[src/rtl/pp_mul_share_arbiter.sv]
// Round-robin arbiter sharing one pipelined 12x12->24 multiplier among NUM_REQ requesters.
// Optional PP_MUL_ARB_PRIO_EN: requester 0 gets strict priority over the round-robin group.
module pp_mul_share_arbiter #(
  parameter int unsigned NUM_REQ = 4,
  parameter int unsigned ID_W    = 2,
  parameter int unsigned MUL_LAT = 3
) (
  input  logic                  ap_clk,
  input  logic                  ap_rst_n,
  input  logic [NUM_REQ-1:0]    req_valid,
  output logic [NUM_REQ-1:0]    req_ready,
  input  logic [NUM_REQ*12-1:0] req_a,
  input  logic [NUM_REQ*12-1:0] req_b,
  output logic                  mul_ce,
  output logic [11:0]           mul_din0,
  output logic [11:0]           mul_din1,
  input  logic [23:0]           mul_dout,
  output logic                  rsp_valid,
  input  logic                  rsp_ready,
  output logic [23:0]           rsp_data,
  output logic [ID_W-1:0]       rsp_id
);

  logic [MUL_LAT:1] vld;
  logic [ID_W-1:0]  tag [1:MUL_LAT];
  logic [ID_W-1:0]  rr_ptr;
  logic             stall;
  logic             grant_any;
  logic             upd_ptr;
  logic [ID_W-1:0]  grant_idx;
  logic [ID_W:0]    cand;
  logic [NUM_REQ-1:0] valid_sh;
  int unsigned      sel_sh;

  assign stall  = vld[MUL_LAT] & ~rsp_ready;
  assign mul_ce = ~stall;

  always_comb begin
    grant_any = 1'b0;
    grant_idx = rr_ptr;
    upd_ptr   = 1'b0;
    cand      = '0;
    valid_sh  = '0;
    if (!stall) begin
      // scan from rr_ptr upward, wrapping modulo NUM_REQ
      for (int unsigned k = 0; k < NUM_REQ; k++) begin
        cand = {1'b0, rr_ptr} + (ID_W+1)'(k);
        if (cand >= (ID_W+1)'(NUM_REQ))
          cand = cand - (ID_W+1)'(NUM_REQ);
        valid_sh = req_valid >> cand;
        if (!grant_any && valid_sh[0]) begin
          grant_any = 1'b1;
          grant_idx = cand[ID_W-1:0];
        end
      end
      upd_ptr = grant_any;
`ifdef PP_MUL_ARB_PRIO_EN
      // requester 0 overrides the rotation and leaves rr_ptr untouched
      if (req_valid[0]) begin
        grant_any = 1'b1;
        grant_idx = '0;
        upd_ptr   = 1'b0;
      end
`endif
    end
  end

  always_comb begin
    req_ready = '0;
    if (grant_any)
      req_ready = NUM_REQ'(1) << grant_idx;
  end

  assign sel_sh   = 32'(grant_idx) * 12;
  assign mul_din0 = 12'(req_a >> sel_sh);
  assign mul_din1 = 12'(req_b >> sel_sh);

  always_ff @(posedge ap_clk or negedge ap_rst_n) begin
    if (!ap_rst_n) begin
      vld    <= '0;
      rr_ptr <= '0;
      for (int unsigned k = 1; k <= MUL_LAT; k++)
        tag[k] <= '0;
    end else begin
      if (mul_ce) begin
        vld[1] <= grant_any;
        tag[1] <= grant_idx;
        for (int unsigned k = 2; k <= MUL_LAT; k++) begin
          vld[k] <= vld[k-1];
          tag[k] <= tag[k-1];
        end
      end
      if (upd_ptr) begin
        if (grant_idx == ID_W'(NUM_REQ-1))
          rr_ptr <= '0;
        else
          rr_ptr <= grant_idx + 1'b1;
      end
    end
  end

  assign rsp_valid = vld[MUL_LAT];
  assign rsp_data  = mul_dout;
  assign rsp_id    = tag[MUL_LAT];

endmodule

[config.mk]
export PLATFORM = sky130hd
export DESIGN_NAME = pp_mul_share_arbiter
export DESIGN_NICKNAME = d
export VERILOG_FILES = /design/src/rtl/pp_mul_share_arbiter.sv
export SDC_FILE = /design/constraint.sdc
export NUM_CORES = 1
export LEC_CHECK = 0
export ABC_CLOCK_PERIOD_IN_PS = 2650
export BUFFER_PORTS_ARGS = -buffer_cell sky130_fd_sc_hd__buf_2
export CELL_PAD_IN_SITES_DETAIL_PLACEMENT = 1
export CELL_PAD_IN_SITES_GLOBAL_PLACEMENT = 2
export CORE_MARGIN = 8
export CORE_UTILIZATION = 16
export CTS_CLUSTER_SIZE = 28
export DETAILED_ROUTE_END_ITERATION = 7
export PLACE_DENSITY_LB_ADDON = 0.1
export RECOVER_POWER = 100
export SETUP_SLACK_MARGIN = 0.3
export SYNTH_ARGS = -nofsm -noshare
export SYNTH_HDL_FRONTEND = slang
export SYNTH_SLANG_ARGS = --single-unit
[constraint.sdc]
create_clock -name ap_clk -period 2.65 [get_ports ap_clk]
set_clock_uncertainty 0.2 [all_clocks]
set_input_delay 0.265 -clock ap_clk [delete_from_list [all_inputs] [get_ports ap_clk]]
set_output_delay 0.265 -clock ap_clk [all_outputs]
set_load 0.005 [all_outputs]
==> results.md <==
* Status: finished, final reports clean
* Via count at 2379
* Share of cells above drive strength 1 at 52.8%
* Die area at 14700 µm²
* Tmin final at 2.58 ns
* CTS Sinks at 11
* Seq pwr share at 9.7%
* Die Y at 121 µm
* Total power at 2850 µW
* Routability cong. at 0.715
* Most frequent cells in the layout: buf_2, o21ai_0, a31oi_1, a32oi_1, o21ai_1
* Hold path depth at 2
* Post-Syn Area at 1770 µm²
* Initial DRC Count at 90
* Wirelength, routed at 9380 µm
* Die width at 121 µm
* Top FF cell, synth: dfrtp_1
* DP Wirelength at 6760 µm
* Sequential fraction of the synthesis area at 15.6%
* Final nets at 491
* Worst setup EP type: output pin
* CTS root buf: clkbuf_8
* CTS tree: yes
* Max-Cap Viols at 0
* Max-slew violations at 0
* Synth Area in Compound Gates at 41.7%
* Drc violations at 0
* Post-Synth Adder-Cell Area at 0.707%
* Peak supply drop at 362 µV
* GRT Util Overall at 11.4%
* Crit start category: flop
* Least-Margin Pin Slew at 0.603 ns
* Power per standard cell area at 1010 nW/µm²
* Post-Synth XOR/XNOR Area at 0%
* Final Hold Viols at 0
* Max-slew headroom at 59.8%
* Yosys reg bits at 11
* Synth warnings at 0
* Commonest non-fill, non-tap cell in the layout: buf_2
* Initial cell density of the core at 16.4%
* Port Buffers at 134
* Count of cell types in the netlist at 37
* Largest net degree at the start of global routing at 49
* Worst Hold Class: reg -> reg
* Non-Filler Instances at 502
* Synth Area in Simple Gates at 19.7%
* Final setup viols at 0
* Syn Inst Count at 249
* Mux contribution to synthesized area at 1.27%
* H-tree depth at 1
* Sw frac at 46.9%
* Crit path DAT at 2.11 ns
* Average size of a mapped cell at 7.11 µm²
* Worst-Skew Late Latency at 0.23 ns
* Std cell rows at 38
* Initial antenna violation count at 0
* Detail Route Antenna Nets at 0
* Leakage at 0.00124 µW
* GRT Residual Overflow at 0
* Drt wl/cell at 18.7 µm
* Clock power frac at 5.8%
* Layout area overhead at 58.8%
* First-pass GRT wire length at 13600 µm
* Internal at 1510 µW
* CTS buffer count at 3
* Crit-path max FO at 8
* RSZ-0062 raised after global routing: true
* EDFF count, synth at 0
* Drt pass-1 iters at 4
* Slack of the critical path at 0.0709 ns
* Largest family of logic cells by synthesized area: compound AO/OA/AOI/OAI gates
* Critical path class: reg -> out
* Core area at 10800 µm²
* Net switching power at 1340 µW
* Pre-CTS setup slack at 0.238 ns
* Final worst path period share at 97.3%
* Vias in the first global route at 2354
* Worst EP required at 2.18 ns
* Syn_nets at 377
* Async S/R FF share, synth at 100%
* F_max at 388 MHz
* N_diodes at 0
* Placed cells at 482
* Worst-path clk slew at 0.05 ns
* Clock tree buffer depth at 2
* Worst Reg2Reg Path Length in Cells at 9
* Gate power share at 84.6%
* DR vias/cell at 4.74
* # IOs at 183
-- worst paths after layout --
path | startpoint | endpoint | slack [ns]
max | rr_ptr[1] | mul_din1[1] | 0.07
min | vld[2] | vld[2] | 0.25
max reg2reg | rr_ptr[1] | rr_ptr[1] | 0.44
min reg2reg | vld[2] | vld[2] | 0.25
max in group asynchronous | ap_rst_n | rr_ptr[1] | 1.47
min in group asynchronous | ap_rst_n | tag[5] | 0.36
-- stage by stage --
| stage | util (%) | area [µm²] | hold slack [ns] | setup TNS (ns) |
|---|---|---|---|---|
| after floorplan | - | 1770 | -0.231 | 0 |
| after global placement | 22.6 | 2440 | -0.0478 | 0 |
| after detailed placement | 22.6 | 2440 | -0.0469 | 0 |
| after CTS | 24.6 | 2660 | 0.236 | 0 |
| after global routing | 26.0 | 2810 | 0.275 | -0.0154 |
| final | 26.0 | 2810 | 0.255 | 0 |
-- critical path, cell delays in order (launching register included) --
cell and delay (ns):
dfrtp_2 0.44, o32a_1 0.43, o22ai_4 0.23, buf_12 0.15
buf_12 0.11, buf_16 0.12, o21ai_0 0.07, a32oi_1 0.19
buf_2 0.14
-- timing repair --
action	in CTS	in global routing
hold buffers	1	0
pin swaps	6	17
buffers inserted	5	6
hold endpoints to repair	11	0
resized for setup	15	14
endpoints found under the setup margin	27	29
gates cloned	2	2
-- power groups by stage --
stage	clock network (µW)	registers [µW]	logic (µW)
after global routing	179	285	2640
final	164	276	2410
after global placement	0	286	1920
after detailed placement	0	286	1910
after floorplan	0	257	1210
after CTS	169	281	2190
-- final cells by class --
| class | instances | area [µm²] |
|---|---|---|
| Clock buffer | 4 | 45.0 |
| Tap cell | 140 | 175 |
| Multi-Input combinational cell | 180 | 1210 |
| Fill cell | 1336 | 7980 |
| Inverter | 4 | 15.0 |
| Sequential cell | 11 | 277 |
| Timing Repair Buffer | 163 | 1080 |
-- sequential cells by signal, summed over array words and instances, names as in the netlist --
signal	cells
tag	4
rsp_id	2
rr_ptr	2
vld	3
-- layer usage --
metal	wire length (µm)	vias to the layer above	global-route usage (%)
met1	3880	1149	14.2
met5	0	-	0
li1	-	1145	-
met2	4790	81	20.5
met3	668	4	2.14
met4	34	0	1.46
-- cell usage after synthesis, types with 2 or more instances --
master / n / area, µm²
a21oi_1: 4 / 20.0
a31oi_1: 25 / 156
a32oi_1: 24 / 210
and2_1: 2 / 12.5
buf_2: 11 / 55.1
buf_4: 26 / 195
buf_6: 5 / 56.3
clkbuf_1: 9 / 33.8
dfrtp_1: 11 / 275
inv_1: 3 / 11.3
mux2_2: 2 / 22.5
nand2_1: 18 / 67.6
nand2b_1: 5 / 31.3
nand3_1: 14 / 70.1
nand3_2: 10 / 100
nor2_1: 8 / 30.0
nor2b_1: 3 / 18.8
o21ai_0: 30 / 150
o21ai_1: 21 / 105
-- logic make-up after synthesis --
logic type	Yosys count
flops	11
buf+inv	58
fa+ha+maj	1
simple gates	63
mux	2
compound gates	114
Power figures use the tool's default switching activity.
